<file path="src/rtl/tomasula_types.sv">
// Shared instruction-class encoding for the Tomasulo front end.
package tomasula_types;

  typedef enum logic [2:0] {
    OP_ALU    = 3'd0,
    OP_LD     = 3'd1,
    OP_ST     = 3'd2,
    OP_BRANCH = 3'd3,
    OP_MUL    = 3'd4,
    OP_DIV    = 3'd5,
    OP_JUMP   = 3'd6,
    OP_NOP    = 3'd7
  } op_t;

endpackage : tomasula_types

</file>
<file path="src/rtl/instr_queue_if.sv">
// Decode-to-queue and queue-to-ROB/RS signal bundle for instr_queue.
// master = decode/ROB side, slave = the queue itself.
interface instr_queue_if;
  import tomasula_types::*;

  // Enqueue side (from decode)
  logic        enq_valid;
  logic        enq_ready;
  op_t         enq_op;
  logic [4:0]  enq_rd;
  logic [4:0]  enq_rs1;
  logic [4:0]  enq_rs2;
  logic [31:0] enq_imm;
  logic [31:0] enq_pc;
  logic        enq_pred_taken;

  // Back-pressure and control from ROB / reservation stations
  logic        rob_full;
  logic        rs_full;
  logic        flush_in_prog;
  logic [2:0]  curr_ptr;

  // Issue side (to ROB and reservation station)
  logic        rob_load;
  op_t         instr_type;
  logic [4:0]  rd;
  logic [4:0]  st_src;
  logic [4:0]  iss_rs1;
  logic [4:0]  iss_rs2;
  logic [31:0] iss_imm;
  logic [31:0] iss_pc;
  logic [2:0]  iss_tag;
  logic [3:0]  count;

  modport master (
    output enq_valid, enq_op, enq_rd, enq_rs1, enq_rs2, enq_imm, enq_pc,
           enq_pred_taken, rob_full, rs_full, flush_in_prog, curr_ptr,
    input  enq_ready, rob_load, instr_type, rd, st_src, iss_rs1, iss_rs2,
           iss_imm, iss_pc, iss_tag, count
  );

  modport slave (
    input  enq_valid, enq_op, enq_rd, enq_rs1, enq_rs2, enq_imm, enq_pc,
           enq_pred_taken, rob_full, rs_full, flush_in_prog, curr_ptr,
    output enq_ready, rob_load, instr_type, rd, st_src, iss_rs1, iss_rs2,
           iss_imm, iss_pc, iss_tag, count
  );

endinterface : instr_queue_if

</file>
<file path="src/rtl/instr_queue.sv">
// 8-entry in-order instruction queue between decode and the ROB /
// reservation stations. Issues from the head whenever the back end can
// accept, and empties itself while a mispredict flush is in progress.
module instr_queue
  import tomasula_types::*;
(
  input  logic          clk,
  input  logic          rst,   // asynchronous, active-low
  instr_queue_if.slave  iq
);

  localparam int unsigned DEPTH = 8;

  typedef enum logic {
    ST_RUN   = 1'b0,
    ST_FLUSH = 1'b1
  } state_t;

  // One queued instruction. rd/st_src are stored already in their ROB
  // form so the issue path is a plain read of the head entry.
  typedef struct packed {
    op_t         op;
    logic [4:0]  rd;
    logic [4:0]  st_src;
    logic [4:0]  rs1;
    logic [4:0]  rs2;
    logic [31:0] imm;
    logic [31:0] pc;
  } entry_t;

  state_t      state_q, state_d;
  logic [2:0]  head_q, head_d;
  logic [2:0]  tail_q, tail_d;
  logic [3:0]  count_q, count_d;
  entry_t      mem_q [DEPTH];

  logic        running;
  logic        do_enq;
  logic        do_iss;
  entry_t      new_entry;
  entry_t      head_entry;

  // Handshake qualifiers: nothing moves outside RUN or during a flush.
  always_comb begin
    running = (state_q == ST_RUN) && !iq.flush_in_prog;
    do_enq  = running && iq.enq_valid && (count_q != 4'd8);
    do_iss  = running && (count_q != 4'd0) && !iq.rob_full && !iq.rs_full;
  end

  // Shape the incoming instruction into its ROB-facing form.
  always_comb begin
    new_entry     = '0;
    new_entry.op  = iq.enq_op;
    new_entry.rs1 = iq.enq_rs1;
    new_entry.rs2 = iq.enq_rs2;
    new_entry.imm = iq.enq_imm;
    new_entry.pc  = iq.enq_pc;
    unique case (iq.enq_op)
      OP_ST: begin
        new_entry.rd     = 5'd0;
        new_entry.st_src = iq.enq_rs2;
      end
      OP_BRANCH: begin
        // Branches carry their prediction in the rd slot for the ROB.
        new_entry.rd     = {3'b000, iq.enq_pred_taken, 1'b0};
        new_entry.st_src = 5'd0;
      end
      default: begin
        new_entry.rd     = iq.enq_rd;
        new_entry.st_src = 5'd0;
      end
    endcase
  end

  // Next-state logic for the FSM, pointers and occupancy.
  always_comb begin
    // NOTE: every always_comb output gets a default first so no path can infer a latch.
    state_d = state_q;
    head_d  = head_q;
    tail_d  = tail_q;
    count_d = count_q;

    unique case (state_q)
      ST_RUN: begin
        if (iq.flush_in_prog) begin
          // Squash everything queued; the flushed path is dead.
          state_d = ST_FLUSH;
          tail_d  = head_q;
          count_d = 4'd0;
        end else begin
          if (do_enq) tail_d = tail_q + 3'd1;   // 3-bit pointer wraps 7->0
          if (do_iss) head_d = head_q + 3'd1;
          unique case ({do_enq, do_iss})
            2'b10:   count_d = count_q + 4'd1;
            2'b01:   count_d = count_q - 4'd1;
            default: count_d = count_q;
          endcase
        end
      end
      ST_FLUSH: begin
        if (!iq.flush_in_prog) state_d = ST_RUN;
      end
      default: state_d = ST_RUN;
    endcase
  end

  // State, pointer and count registers.
  always_ff @(posedge clk or negedge rst) begin
    if (!rst) begin
      state_q <= ST_RUN;
      head_q  <= 3'd0;
      tail_q  <= 3'd0;
      count_q <= 4'd0;
    end else begin
      // NOTE: sequential state uses non-blocking assignments so every flop samples pre-edge values.
      state_q <= state_d;
      head_q  <= head_d;
      tail_q  <= tail_d;
      count_q <= count_d;
    end
  end

  // Entry storage, written at the tail on enqueue.
  // NOTE: the storage array is deliberately not reset; count/pointers alone define validity.
  always_ff @(posedge clk) begin
    if (do_enq) mem_q[tail_q] <= new_entry;
  end

  // Issue outputs come straight from the head entry.
  always_comb begin
    head_entry    = mem_q[head_q];
    iq.enq_ready  = running && (count_q != 4'd8);
    iq.rob_load   = do_iss;
    iq.instr_type = head_entry.op;
    iq.rd         = head_entry.rd;
    iq.st_src     = head_entry.st_src;
    iq.iss_rs1    = head_entry.rs1;
    iq.iss_rs2    = head_entry.rs2;
    iq.iss_imm    = head_entry.imm;
    iq.iss_pc     = head_entry.pc;
    iq.iss_tag    = iq.curr_ptr;
    iq.count      = count_q;
  end

endmodule : instr_queue

</file>
<file path="src/flat_wrapper.sv">
// flat-port wrapper written by rule: the top's interface ports become plain ports
module instr_queue_flat import tomasula_types::*;
  (clk, rst, iq_enq_valid, iq_enq_op, iq_enq_rd, iq_enq_rs1, iq_enq_rs2, iq_enq_imm, iq_enq_pc, iq_enq_pred_taken, iq_rob_full, iq_rs_full, iq_flush_in_prog, iq_curr_ptr, iq_enq_ready, iq_rob_load, iq_instr_type, iq_rd, iq_st_src, iq_iss_rs1, iq_iss_rs2, iq_iss_imm, iq_iss_pc, iq_iss_tag, iq_count);
  instr_queue_if iq_i ();
  input  logic clk;
  input  logic rst;
  input wire logic [$bits(iq_i.enq_valid)-1:0] iq_enq_valid;
  input wire logic [$bits(iq_i.enq_op)-1:0] iq_enq_op;
  input wire logic [$bits(iq_i.enq_rd)-1:0] iq_enq_rd;
  input wire logic [$bits(iq_i.enq_rs1)-1:0] iq_enq_rs1;
  input wire logic [$bits(iq_i.enq_rs2)-1:0] iq_enq_rs2;
  input wire logic [$bits(iq_i.enq_imm)-1:0] iq_enq_imm;
  input wire logic [$bits(iq_i.enq_pc)-1:0] iq_enq_pc;
  input wire logic [$bits(iq_i.enq_pred_taken)-1:0] iq_enq_pred_taken;
  input wire logic [$bits(iq_i.rob_full)-1:0] iq_rob_full;
  input wire logic [$bits(iq_i.rs_full)-1:0] iq_rs_full;
  input wire logic [$bits(iq_i.flush_in_prog)-1:0] iq_flush_in_prog;
  input wire logic [$bits(iq_i.curr_ptr)-1:0] iq_curr_ptr;
  output wire logic [$bits(iq_i.enq_ready)-1:0] iq_enq_ready;
  output wire logic [$bits(iq_i.rob_load)-1:0] iq_rob_load;
  output wire logic [$bits(iq_i.instr_type)-1:0] iq_instr_type;
  output wire logic [$bits(iq_i.rd)-1:0] iq_rd;
  output wire logic [$bits(iq_i.st_src)-1:0] iq_st_src;
  output wire logic [$bits(iq_i.iss_rs1)-1:0] iq_iss_rs1;
  output wire logic [$bits(iq_i.iss_rs2)-1:0] iq_iss_rs2;
  output wire logic [$bits(iq_i.iss_imm)-1:0] iq_iss_imm;
  output wire logic [$bits(iq_i.iss_pc)-1:0] iq_iss_pc;
  output wire logic [$bits(iq_i.iss_tag)-1:0] iq_iss_tag;
  output wire logic [$bits(iq_i.count)-1:0] iq_count;
  assign iq_i.enq_valid = iq_enq_valid;
  assign iq_i.enq_op = iq_enq_op;
  assign iq_i.enq_rd = iq_enq_rd;
  assign iq_i.enq_rs1 = iq_enq_rs1;
  assign iq_i.enq_rs2 = iq_enq_rs2;
  assign iq_i.enq_imm = iq_enq_imm;
  assign iq_i.enq_pc = iq_enq_pc;
  assign iq_i.enq_pred_taken = iq_enq_pred_taken;
  assign iq_i.rob_full = iq_rob_full;
  assign iq_i.rs_full = iq_rs_full;
  assign iq_i.flush_in_prog = iq_flush_in_prog;
  assign iq_i.curr_ptr = iq_curr_ptr;
  assign iq_enq_ready = iq_i.enq_ready;
  assign iq_rob_load = iq_i.rob_load;
  assign iq_instr_type = iq_i.instr_type;
  assign iq_rd = iq_i.rd;
  assign iq_st_src = iq_i.st_src;
  assign iq_iss_rs1 = iq_i.iss_rs1;
  assign iq_iss_rs2 = iq_i.iss_rs2;
  assign iq_iss_imm = iq_i.iss_imm;
  assign iq_iss_pc = iq_i.iss_pc;
  assign iq_iss_tag = iq_i.iss_tag;
  assign iq_count = iq_i.count;
  instr_queue u_core (.clk(clk), .rst(rst), .iq(iq_i));
endmodule
</file>
<file path="config.mk">
export PLATFORM = sky130hd
export DESIGN_NAME = instr_queue_flat
export DESIGN_NICKNAME = d
export VERILOG_FILES = /design/src/rtl/tomasula_types.sv /design/src/rtl/instr_queue_if.sv /design/src/rtl/instr_queue.sv /design/src/flat_wrapper.sv
export SDC_FILE = /design/constraint.sdc
export NUM_CORES = 1
export LEC_CHECK = 0
export CORE_MARGIN = 10
export CORE_UTILIZATION = 58
export DETAILED_ROUTE_END_ITERATION = 12
export MAX_ROUTING_LAYER = met4
export PLACE_DENSITY = 0.79
export SLEW_MARGIN = 10
export SYNTH_ARGS = -nofsm -noshare
export SYNTH_HDL_FRONTEND = slang
export SYNTH_SLANG_ARGS = --single-unit
</file>
<file path="constraint.sdc">
create_clock -name clk -period 10.7 [get_ports clk]
set_input_delay 1.07 -clock clk [delete_from_list [all_inputs] [get_ports clk]]
set_output_delay 1.07 -clock clk [all_outputs]
set_load 0.01 [all_outputs]
</file>
; ---- Yosys cells after proc, flatten, opt, wreduce, memory -nomap -nowiden
; Memory sizes are Yosys's and may differ from the RTL's.
; Index checks and enable logic that the tools add are counted.
[classes]
reduce_logical = 16
n_eq_ne = 5
mux = 8
n_bitwise = 2
addsub = 4
[ops]
columns = op, n
row1 = case mux 10 bit (2 select lines), 1
row2 = case mux 4 bit (2 select lines), 1
row3 = logical AND 1 bit, 7
row4 = "adder 3 x 1 -> 3 bit, second input constant", 2
row5 = "equality test 3 x 2 -> 1 bit, second input constant", 2
row6 = 2-to-1 mux 3 bit, 2
row7 = "adder 4 x 1 -> 4 bit, second input constant", 1
row8 = 2-to-1 mux 4 bit, 1
row9 = "!= test 4 bit, second input constant", 1
row10 = AND reduction 2 bit, 2
row11 = nonzero test 4 bit, 1
row12 = "subtractor 4 x 1 -> 4 bit, second input constant", 1
row13 = zero test 1 bit, 3
row14 = 2-to-1 mux 1 bit, 3
row15 = AND reduction 3 bit, 1
row16 = nonzero test 3 bit, 1
row17 = "equality test 2 x 1 -> 1 bit, second input constant", 1
row18 = "equality test 2 bit, second input constant", 1
row19 = inverter 1 bit, 2
row20 = nonzero test 2 bit, 1
[totals]
regBits = 11
mem_bits_rw = 696
word_cells = 40
n_memories = 1
output_inout_bits = 96
in_bits = 92
[mem_list]
columns = name, depth, width, read_ports, rd_clocked_by_memory_dff, wr, line_no
row1 = u_core.mem_q, 8, 87, 1, 0, 1, instr_queue.sv:35  ; entry_t mem_q [DEPTH];

; ---- Depth between registers and ports, before layout
; Gate-level depths: netlist (run 1).
[logic_depth]
depth_word = 8
mapped_depth = 11
mapped_depth_nobuf = 9

; ---- Worst setup path after synthesis (run 1)
; Ideal clock, no wire load.
[synth_path]
path_type = in2reg
start = in iq_flush_in_prog
end = mem u_core.mem_q[0][0] in the netlist's numbering (enable)
setup_time_ns = 0.639
arrival_ns = 7.687
slack_ns = 2.374
path_buffers = 0
path_stages = 4
required_time_ns = 10.061
path_cell_list = or3b_2 -> nor2b_1 -> nand2b_1 -> nor3_1
[synth_between]
elab_chain_cells = 6
[synth_lines]
columns = element, line_no
row1 = start: declaration, flat_wrapper.sv:17  ; input wire logic [$bits(iq_i.flush_in_prog)-1:0] iq_flush_in_prog;
row2 = zero test 1 bit, instr_queue.sv:45  ; running = (state_q == ST_RUN) && !iq.flush_in_prog;
row3 = logical AND 1 bit, instr_queue.sv:45
row4 = logical AND 1 bit (2 in a row), instr_queue.sv:46  ; do_enq = running && iq.enq_valid && (count_q != 4'd8);
row5 = 2-to-1 mux 1 bit, instr_queue.sv:126  ; if (do_enq) mem_q[tail_q] <= new_entry;
row6 = 2-to-1 mux 1 bit (implied by the code), instr_queue.sv:126
row7 = end: declaration, instr_queue.sv:35
; No other way between the ends.

; ---- Worst setup path after layout (run 1)
[layout_path]
start = reg u_core.head_q[1]
end = out iq_rd[4]
[layout_between]
elab_chain_cells = 1
[layout_lines]
columns = element, line_no
row1 = start: declaration, instr_queue.sv:32  ; logic [2:0] head_q, head_d;
row2 = start signal: assignment, instr_queue.sv:111  ; head_q <= 3'd0;
row3 = start signal: assignment, instr_queue.sv:117  ; head_q <= head_d;
row4 = memory read (8 x 87 bit), --
row5 = end: declaration, flat_wrapper.sv:22  ; output wire logic [$bits(iq_i.rd)-1:0] iq_rd;
; No other way between the ends.

==> results.tsv, run 1 <==
stage	metric	value	unit
run_status	outcome	finished, final reports clean	
yosys	ys.flop_type	edfxtp_1	
timing	rsz0062_at_grt	false	
clocking	ctsHoldBuffers	0	
die	initial_utilization	0.589	
yosys	ys_ff_latch	707	
yosys	muxShareOfSynthArea	0.184	
layout	drive_gt1_frac	0.294	
clocking	htree_levels	3	
clocking	clk_latency	0.60	ns
layout	multi_input_area	5520	sq um
timing	maxClockFrequency	176	MHz
timing	skew	0.0125	ns
global_routing	grt-ovfl-total	0	
timing	max_slew_margin	0.222	
die	coreArea	45700	sq um
routing	avgViaCountPerCell	6.12	
critical_path	crit_fanout	77	
yosys	synth-seq-area-share	0.787	
clocking	clk_pin_slew	0.06	ns
routing	ant_nets	0	
timing	tns	0	ns
layout	regArea	21200	sq um
routing	drcViolationCount	0	
place	placed_cells	1852	
yosys	postSynth.asyncResetShare	0.0156	
pwr	power_density	240	nW/um^2
routing	avgRoutedWirePerCell	27.0	microns
global_routing	grt_pass1_wl	82.1	mm
place	gp_congestion	0.752	
pwr	static-leakage-power	9.92	nW
die	die_area	55400	sq um
timing	period_share	0.531	
timing	finalHoldViolations	0	
routing	routed_wl	53.6	mm
die	pin_count	188	
routing	drt_first_pass_iters	5	
global_routing	grt_util_all_layers	0.200	
critical_path	end_kind	output port	
die	die_h	235	microns
clocking	clock_path_buffers	3	
yosys	yosys_warnings	0	
die	die_w	235	microns
routing	vias	12100	
critical_path	cp_data_required_time	9.63	ns
min_path	worstHoldPathType	register to register	
yosys	ys_types	43	
timing	tightestPinTransition	1.17	ns
routing	drt_first_iter_violations	1069	
yosys	synth_top_family_by_area	multiplexers	
clocking	cts_buffers	70	
timing	setup_violations	0	
global_routing	grt_max_degree	83	
layout	post_layout_nonfiller_instances	1983	
layout	final_nets	1420	
place	place.port_buffers	181	
layout	fill_cells	2706	
critical_path	critPathKind	register to output port	
job	drv_cap	0	
pwr	p_total	7.58	mW
yosys	synthCells	1106	
pwr	ir_drop	0.000273	V
place	dp_hpwl	29.2	mm
layout	final_cell_mix	edfxtp_1, clkdlybuf4s50_1, mux4_2	
yosys	synth_area	26900	sq um
global_routing	antenna_found_initial	5	
critical_path	crit_path_start_kind	register	
die	rows	78	
timing	finalCriticalPeriod	5.68	ns
yosys	yosys.area_share.xor_xnor	0.00163	
yosys	synth_fa_ha_area_frac	0.00186	
clocking	ctsResizeCount	0	
critical_path	worstPathArrival	4.61	ns
layout	areaGrowthSynthToFinish	17.6	%
clocking	cts_tree	done	
layout	layout_commonest_cell	edfxtp_1	
timing	slew_viol_final	0	
yosys	synthSimpleGateAreaFrac	0.0106	
yosys	postSynthAreaPerCell	24.3	sq um
timing	fin_hold_ws	0.600	ns
clocking	cts-root-buf	clkbuf_16	
global_routing	first_global_vias	13000	
yosys	synth_edf_count	696	
yosys	synth_compound_area_frac	0.00544	
clocking	postCtsSetupBuffers	0	
clocking	cts_sinks	707	
yosys	syn_nets	1202	
[power breakdown]
group          internal, mW  switching [mW]  total, mW
Combinational          1.15           0.798       1.95
Clock                  1.35           0.983       2.33
Sequential             3.14           0.159       3.30
[synthesized netlist by cell type, types with 2 or more instances]
cell type  count  area, sq um
mux2_2        89         1000
nand2b_1       4         25.0
mux2i_1        2         20.0
xnor2_1        4         35.0
nor3_1         2         10.0
buf_4          3         22.5
dfrtp_1       11          275
clkbuf_1      25         93.8
inv_1          2         7.51
mux4_2       174         3920
a31oi_1        2         12.5
edfxtp_1     696        20900
o21a_1         2         15.0
o21ai_0        5         25.0
buf_6          2         22.5
and2_1        11         68.8
ha_1           4         50.1
nor2_1        10         37.5
buf_1          7         26.3
buf_2         19         95.1
nand2_1       10         37.5
[sequential cells by signal, summed over array words and instances, names as in the netlist]
| signal | flops |
|---|---|
| u_core.iq.count | 4 |
| u_core.state_q | 1 |
| u_core.mem_q | 696 |
| u_core.tail_q | 3 |
| u_core.head_q | 3 |
[worst max-delay path: stages, from the launching register on]
cell and delay, ns:
dfrtp_4 1.17, buf_4 0.70, buf_4 0.77, mux4_2 0.41, mux2_2 0.28, clkdlybuf4s50_1 0.57
[area by class of cell]
cell class / count / share of cell area
flip-flops and latches: 707 / 0.669
multi-input cells: 341 / 0.174
repair buffers: 202 / 0.0626
clock buffers: 88 / 0.0595
well taps: 600 / 0.0237
clock inverters: 38 / 0.00972
diodes: 5 / 0.000395
inverters: 2 / 0.000237
[worst paths after layout]
kind	startpoint	endpoint	slack (ns)	depth (start not counted)
max in group asynchronous	rst	u_core.head_q[1]	9.43	1
worst max register to register	u_core.state_q	u_core.mem_q[0][44]	7.24	6
worst min register to register	u_core.tail_q[0]	u_core.tail_q[0]	0.60	2
min in group asynchronous	rst	u_core.head_q[0]	0.84	1
worst max-delay path	u_core.head_q[1]	iq_rd[4]	5.02	5
worst min-delay path	u_core.tail_q[0]	u_core.tail_q[0]	0.60	2
[metal layers]
layer / global-route usage / wire (microns) / up-vias
met4: 0.0535 / 786 / 0
met5: - / 0 / -
li1: - / - / 5161
met1: 0.257 / 22000 / 6517
met3: 0.0501 / 3810 / 69
met2: 0.315 / 27000 / 397
[per-stage QoR]
stage | utilization | worst slack, ns | cell area (sq um)
final | 0.693 | 5.02 | 31700
after global routing | 0.693 | 4.80 | 31700
after CTS | 0.693 | 4.95 | 31600
after detailed placement | 0.645 | 5.57 | 29400
after global placement | 0.645 | 5.64 | 29400
after floorplan | - | 2.37 | 26900
[kinds of logic after synthesis]
kind of cell,count (synthesis)
and+or+nand+nor,47
adders and majority gates,4
xor gates and xnor gates,5
muxes,265
DFF,707
AOI/OAI and AO/OA,20
buffers and inverters,58
(Power assumes the default switching activity.)
==> run 2: changes to the inputs <==
--- a/config.mk
+++ b/config.mk
@@ -6,10 +6,10 @@
 export NUM_CORES = 1
 export LEC_CHECK = 0
 export CORE_MARGIN = 10
-export CORE_UTILIZATION = 58
+export CORE_UTILIZATION = 53
 export DETAILED_ROUTE_END_ITERATION = 12
 export MAX_ROUTING_LAYER = met4
-export PLACE_DENSITY = 0.79
+export PLACE_DENSITY = 0.76
 export SLEW_MARGIN = 10
 export SYNTH_ARGS = -nofsm -noshare
 export SYNTH_HDL_FRONTEND = slang
==> constraint.sdc (replaced) <==
create_clock -name clk -period 5.1 [get_ports clk]
set_input_delay 0.51 -clock clk [delete_from_list [all_inputs] [get_ports clk]]
set_output_delay 0.51 -clock clk [all_outputs]
set_load 0.01 [all_outputs]
==> results.tsv, run 2 <==
stage	metric	value	unit	change
yosys	ys_ff_latch	707		unchanged
place	gp_congestion	0.734		-2.5%
yosys	synthTopCellsByCount	edfxtp_1, mux4_2, mux2_2, clkbuf_1, buf_2		
clocking	htree_levels	3		unchanged
yosys	yosysTopAreaCellShare	0.777		unchanged
clocking	ctsHoldBuffers	0		unchanged
yosys	synthCells	1106		unchanged
run_status	haltStage	detailed routing		
yosys	yosys.area.top_type	edfxtp_1		
yosys	synth_area_leaders	edfxtp_1, mux4_2, mux2_2		
yosys	yosysMostFrequentCell	edfxtp_1		
run_status	error_line	[ERROR DRT-0255] Maze Route cannot find path of net iq_curr_ptr[2] in worker of routeBox ( 193200 193200 ) ( 245335 245335 ).		
clocking	postCtsSetupBuffers	0		unchanged
place	place.port_buffers	181		unchanged
yosys	postSynth.asyncResetShare	0.0156		unchanged
clocking	ctsResizeCount	0		unchanged
place	placed_cells	1928		+4.1%
clocking	cts_sinks	707		unchanged
global_routing	grt_max_degree	79		-4.8%
yosys	postSynthAreaPerCell	24.3	sq um	unchanged
die	rows	82		+5.1%
yosys	syn_nets	1202		unchanged
yosys	ys_types	43		unchanged
die	die_h	245	microns	+4.2%
yosys	synth_area	26900	sq um	unchanged
clocking	cts_buffers	67		-4.3%
global_routing	grt-ovfl-total	0		unchanged
clocking	cts-root-buf	clkbuf_16		
place	pre_cts_ws	1.51	ns	-4.07 ns
die	initial_utilization	0.536		-0.0528
die	die_w	245	microns	+4.2%
yosys	yosys_warnings	0		unchanged
place	dp_hpwl	29.7	mm	+1.7%
global_routing	grt_util_all_layers	0.188		-0.0112
clocking	clock_path_buffers	3		unchanged
yosys	synth-seq-area-share	0.787		unchanged
yosys	ys.flop_type	edfxtp_1		
die	pin_count	188		unchanged
global_routing	antenna_found_initial	7		+2
yosys	synth_edf_count	696		unchanged
global_routing	first_global_vias	12800		-2.0%
run_status	outcome	aborted with a tool error		
global_routing	grt_pass1_wl	82.6	mm	+0.64%
-- run 2: cell counts after synthesis --
Identical to the previous run, type by type.
-- run 2: per-layer routing --
layer  track usage
met4        0.0552
met3        0.0477
met2         0.282
met5             -
met1         0.255
-- run 2: cells by family after synthesis --
family | after synthesis | share of synthesized area
buf+inv | 58 | 0.00995
xor+xnor | 5 | 0.00163
mux | 265 | 0.184
fa+ha+maj | 4 | 0.00186
flops | 707 | 0.787
simple gates | 47 | 0.0106
compound gates | 20 | 0.00544
-- run 2: per-stage QoR --
step,hold WS (ns),cell area [sq um]
floorplan,0.214,26900
global placement,0.545,29700
detailed placement,0.571,29700
global route,0.312,31800
CTS,0.265,31800
==> run 3: changes to the inputs <==
--- a/config.mk
+++ b/config.mk
@@ -6,10 +6,9 @@
 export NUM_CORES = 1
 export LEC_CHECK = 0
 export CORE_MARGIN = 10
-export CORE_UTILIZATION = 53
+export CORE_UTILIZATION = 40
 export DETAILED_ROUTE_END_ITERATION = 12
-export MAX_ROUTING_LAYER = met4
-export PLACE_DENSITY = 0.76
+export PLACE_DENSITY_LB_ADDON = 0.15
 export SLEW_MARGIN = 10
 export SYNTH_ARGS = -nofsm -noshare
 export SYNTH_HDL_FRONTEND = slang
==> constraint.sdc (replaced) <==
create_clock -name clk -period 6.6 [get_ports clk]
set_input_delay 0.66 -clock clk [delete_from_list [all_inputs] [get_ports clk]]
set_output_delay 0.66 -clock clk [all_outputs]
set_load 0.01 [all_outputs]
==> results.tsv, run 3 (synthesis results as in run 1) <==
stage	metric	value	unit	change
run_status	outcome	finished, final reports clean		
clocking	clk_pin_slew	0.06	ns	
die	die_h	279	microns	+14%
clocking	ctsHoldBuffers	0		unchanged
place	placed_cells	2121		+10%
critical_path	critPathKind	register to output port		
place	pre_cts_ws	2.44	ns	+0.932 ns
global_routing	first_global_vias	13000		+1.8%
routing	drcViolationCount	0		
min_path	worstHoldPathType	input port to asynchronous set/reset pin		
timing	tns	0	ns	
clocking	cts-root-buf	clkbuf_16		
critical_path	crit_fanout	66		
clocking	clk_latency	0.62	ns	
pwr	power_density	393	nW/um^2	
clocking	ctsResizeCount	0		unchanged
global_routing	grt-ovfl-total	0		unchanged
place	gp_congestion	0.686		-6.5%
die	die_w	279	microns	+14%
critical_path	cp_data_required_time	5.94	ns	
timing	setup_violations	0		
global_routing	grt_pass1_wl	87.9	mm	+6.3%
routing	avgViaCountPerCell	5.32		
clocking	cts_sinks	707		unchanged
layout	drive_gt1_frac	0.292		
layout	fill_cells	5416		
pwr	ir_drop	0.000275	V	
global_routing	grt_max_degree	140		+77%
layout	final_nets	1422		
clocking	postCtsSetupBuffers	0		unchanged
timing	skew	0.0164	ns	
critical_path	end_kind	output port		
layout	fin_area	32200	sq um	
timing	slew_viol_final	0		
clocking	cts_tree	done		
die	rows	95		+16%
routing	routed_wl	58.3	mm	
routing	topRoutingLayerUsed	met5		
routing	drt_first_pass_iters	4		
clocking	htree_levels	3		unchanged
clocking	clock_path_buffers	3		unchanged
timing	finalHoldViolations	0		
global_routing	grt_util_all_layers	0.151		-0.0375
layout	diodes	0		
die	pin_count	188		unchanged
routing	ant_nets	0		
die	coreArea	66900	sq um	
routing	met2_wirelength	27.9	mm	
die	initial_utilization	0.402		-0.134
routing	drt_first_iter_violations	948		
place	placed_cell_area	29900	sq um	+0.60%
timing	finalCriticalPeriod	4.27	ns	
layout	max_flop_register	u_core.mem_q		
layout	areaGrowthSynthToFinish	19.8	%	
routing	avgRoutedWirePerCell	25.9	microns	
timing	period_share	0.647		
routing	drt-met1-wl	26.6	mm	
place	place.port_buffers	181		unchanged
pwr	p_total	12.7	mW	
pwr	static-leakage-power	10.0	nW	
die	die_area	78100	sq um	
layout	layout_commonest_cell	edfxtp_1		
timing	setup_slack	2.33	ns	
global_routing	antenna_found_initial	2		-5
clocking	cts_buffers	76		+13%
layout	post_layout_nonfiller_instances	2256		
job	drv_cap	0		
routing	wl_met3	2.85	mm	
timing	max_slew_margin	0.268		
timing	tightestPinTransition	1.10	ns	
timing	maxClockFrequency	234	MHz	
critical_path	worstPathArrival	3.61	ns	
layout	largest_reg_flops	696		
timing	rsz0062_at_grt	false		
critical_path	crit_path_start_kind	register		
place	dp_hpwl	31.5	mm	+5.9%
routing	vias	12000		
layout	final_cell_mix	edfxtp_1, clkdlybuf4s50_1, mux4_2		
run 3: worst max-delay path, cell delays in order (launching register included):
cell,delay [ns]
dfrtp_4,0.95
buf_12,0.50
mux4_2,0.58
mux2_2,0.33
clkdlybuf4s50_1,0.50
run 3: layer usage:
layer  track usage  up-vias
met5             0        -
met4        0.0421        4
met3        0.0324       70
met2         0.240      254
met1         0.208     6499
li1              -     5165
run 3: layout make-up:
type | count | area (sq um) | share of cell area
clock inverters | 40 | 323 | 0.0100
well taps | 873 | 1090 | 0.0339
flip-flops and latches | 707 | 21200 | 0.657
repair buffers | 198 | 2050 | 0.0637
inverters | 2 | 7.51 | 0.000233
clock buffers | 95 | 2030 | 0.0631
multi-input cells | 341 | 5540 | 0.172
run 3: power breakdown:
group / leakage [nW] / switching (mW) / internal (mW) / total [mW]
Sequential: 6.42 / 0.233 / 5.09 / 5.32
Clock: 1.17 / 1.69 / 2.35 / 4.03
Combinational: 2.42 / 1.43 / 1.89 / 3.32
run 3: metrics by stage:
stage	utilization	hold slack, ns
final	0.482	0.441
after global routing	0.482	0.463
after CTS	0.482	0.432
after detailed placement	0.446	0.601
after global placement	0.446	0.577
after floorplan	-	0.364
run 3: path summary, 6_finish.rpt:
| path | from | endpoint | slack, ns | cells past startpoint |
|---|---|---|---|---|
| max in group asynchronous | rst | u_core.head_q[0] | 5.69 | 1 |
| hold reg to reg | u_core.tail_q[0] | u_core.tail_q[0] | 0.60 | 2 |
| setup / recovery | u_core.head_q[0] | iq_st_src[1] | 2.33 | 4 |
| hold / removal | rst | u_core.head_q[2] | 0.44 | 1 |
| setup reg to reg | u_core.state_q | u_core.mem_q[5][86] | 3.36 | 5 |
| min in group clk | u_core.tail_q[0] | u_core.tail_q[0] | 0.60 | 2 |
==> run 4: changes to the inputs <==
==> constraint.sdc (replaced) <==
create_clock -name clk -period 4 [get_ports clk]
set_input_delay 0.4 -clock clk [delete_from_list [all_inputs] [get_ports clk]]
set_output_delay 0.4 -clock clk [all_outputs]
set_load 0.01 [all_outputs]
==> results.tsv, run 4 (synthesis results as in run 1) <==
stage	metric	value	unit	change
run_status	outcome	finished, final reports clean		
job	drv_cap	0		unchanged
timing	tightestPinTransition	0.846	ns	-0.251 ns
die	die_h	279	microns	unchanged
clocking	ctsHoldBuffers	0		unchanged
die	pin_count	188		unchanged
critical_path	r2r_end	u_core.mem_q[6][17]		
routing	vias	12000		-0.23%
timing	finalCriticalPeriod	3.55	ns	
routing	avgRoutedWirePerCell	25.3	microns	-2.1%
clocking	clk_pin_slew	0.06	ns	about the same
global_routing	antenna_found_initial	1		-1
routing	avgViaCountPerCell	5.26		-1.1%
clocking	clock_path_buffers	3		unchanged
pwr	power_density	642	nW/um^2	+63%
timing	period_share	0.888		
layout	diodes	0		unchanged
timing	setup_violations	0		unchanged
critical_path	crit_path_start_kind	register		
critical_path	worstPathArrival	3.15	ns	-0.46 ns
die	die_area	78100	sq um	unchanged
timing	max_slew_margin	0.430		+0.162
layout	final_util	0.486		+0.00484
layout	drive_gt1_frac	0.302		+0.0103
routing	drt_first_pass_iters	5		+1
place	dp_hpwl	32.3	mm	+2.6%
clocking	ctsResizeCount	0		unchanged
place	place.port_buffers	181		unchanged
timing	finalHoldViolations	0		unchanged
place	placed_cell_area	30200	sq um	+1.1%
timing	fin_hold_ws	0.236	ns	-0.205 ns
critical_path	cp_data_required_time	3.60	ns	-2.34 ns
critical_path	r2r_start	u_core.state_q		
timing	maxClockFrequency	281	MHz	
layout	max_flop_register	u_core.mem_q		
die	rows	95		unchanged
global_routing	grt_util_all_layers	0.150		-0.000800
critical_path	reg2reg_slack	1.34	ns	-2.02 ns
timing	skew	0.0179	ns	+0.00145 ns
layout	fin_area	32600	sq um	+1.0%
critical_path	r2r_cells	5		unchanged
pwr	static-leakage-power	10.2	nW	+1.5%
die	coreArea	66900	sq um	unchanged
critical_path	end_kind	output port		
timing	rsz0062_at_grt	false		
die	initial_utilization	0.402		unchanged
global_routing	grt_pass1_wl	87.9	mm	about the same
routing	drt_first_iter_violations	759		-20%
layout	final_cell_mix	edfxtp_1, clkdlybuf4s50_1, mux4_2		
layout	final_nets	1441		+1.3%
layout	areaGrowthSynthToFinish	21.0	%	
timing	slew_viol_final	0		unchanged
global_routing	grt_max_degree	61		-56%
routing	drcViolationCount	0		unchanged
critical_path	crit_fanout	37		-44%
critical_path	critPathKind	register to output port		
layout	largest_reg_flops	696		unchanged
routing	routed_wl	57.6	mm	-1.3%
layout	layout_commonest_cell	edfxtp_1		
min_path	worstHoldPathType	input port to asynchronous set/reset pin		
pwr	p_total	20.9	mW	+65%
clocking	cts_tree	done		
clocking	postCtsSetupBuffers	0		unchanged
critical_path	slowest_stage	dfrtp_4		
clocking	cts_buffers	75		-1.3%
global_routing	grt-ovfl-total	0		unchanged
routing	ant_nets	0		unchanged
clocking	htree_levels	3		unchanged
die	die_w	279	microns	unchanged
place	gp_congestion	0.699		+1.9%
critical_path	crit_chain	buf_12, mux4_2, mux2_2, clkdlybuf4s50_1		
global_routing	first_global_vias	13400		+2.8%
critical_path	cp_slowest_stage_delay	0.77	ns	-0.18 ns
pwr	ir_drop	0.000384	V	+40%
clocking	cts-root-buf	clkbuf_16		
clocking	clk_latency	0.60	ns	-0.02 ns
clocking	cts_sinks	707		unchanged
run 4: final cells by class:
type | instances | area [sq um]
inverters | 2 | 7.51
well taps | 873 | 1090
repair buffers | 218 | 2390
fillers | 5389 | 34400
clock inverters | 39 | 287
clock buffers | 95 | 2060
flip-flops and latches | 707 | 21200
multi-input cells | 341 | 5540
run 4: layer usage:
metal  global-route usage  part of all wire  routed length (microns)
met4               0.0420             0.017                      959
met5                    0           0.00023                       13
met3               0.0311             0.050                     2880
met2                0.253              0.51                    29100
met1                0.196              0.43                    24600
run 4: critical path: cells and delay by family, from the launching register on:
kind / cells / cell delay (ns)
mux: 2 / 0.90
buf+inv: 2 / 0.87
flops: 1 / 0.77
run 4: worst max path at each step:
stage | from | end | cells past startpoint
4_1_cts | u_core.head_q[0] | iq_instr_type[1] | 4
5_1_grt | u_core.head_q[0] | iq_instr_type[1] | 4
2_1_floorplan | u_core.state_q | u_core.mem_q[7][0] | 4
3_5_place_dp | iq_flush_in_prog | u_core.mem_q[6][23] | 6
3_3_place_gp | iq_flush_in_prog | u_core.mem_q[6][23] | 6
6_report | u_core.head_q[0] | iq_instr_type[1] | 4
run 4: power by group:
group          internal [mW]  switching, mW  total (mW)
clock network           3.89           2.70        6.59
logic                   3.23           2.38        5.60
registers               8.39          0.302        8.70
run 4: stage by stage:
| stage | std cells | worst slack (ns) | TNS, ns |
|---|---|---|---|
| CTS | 2275 | 0.324 | 0 |
| floorplan | 1106 | -1.40 | -915.83 |
| global placement | 2141 | 0.744 | 0 |
| global route | 2275 | 0.273 | 0 |
| detailed placement | 2141 | 0.691 | 0 |
| finish | 2275 | 0.447 | 0 |
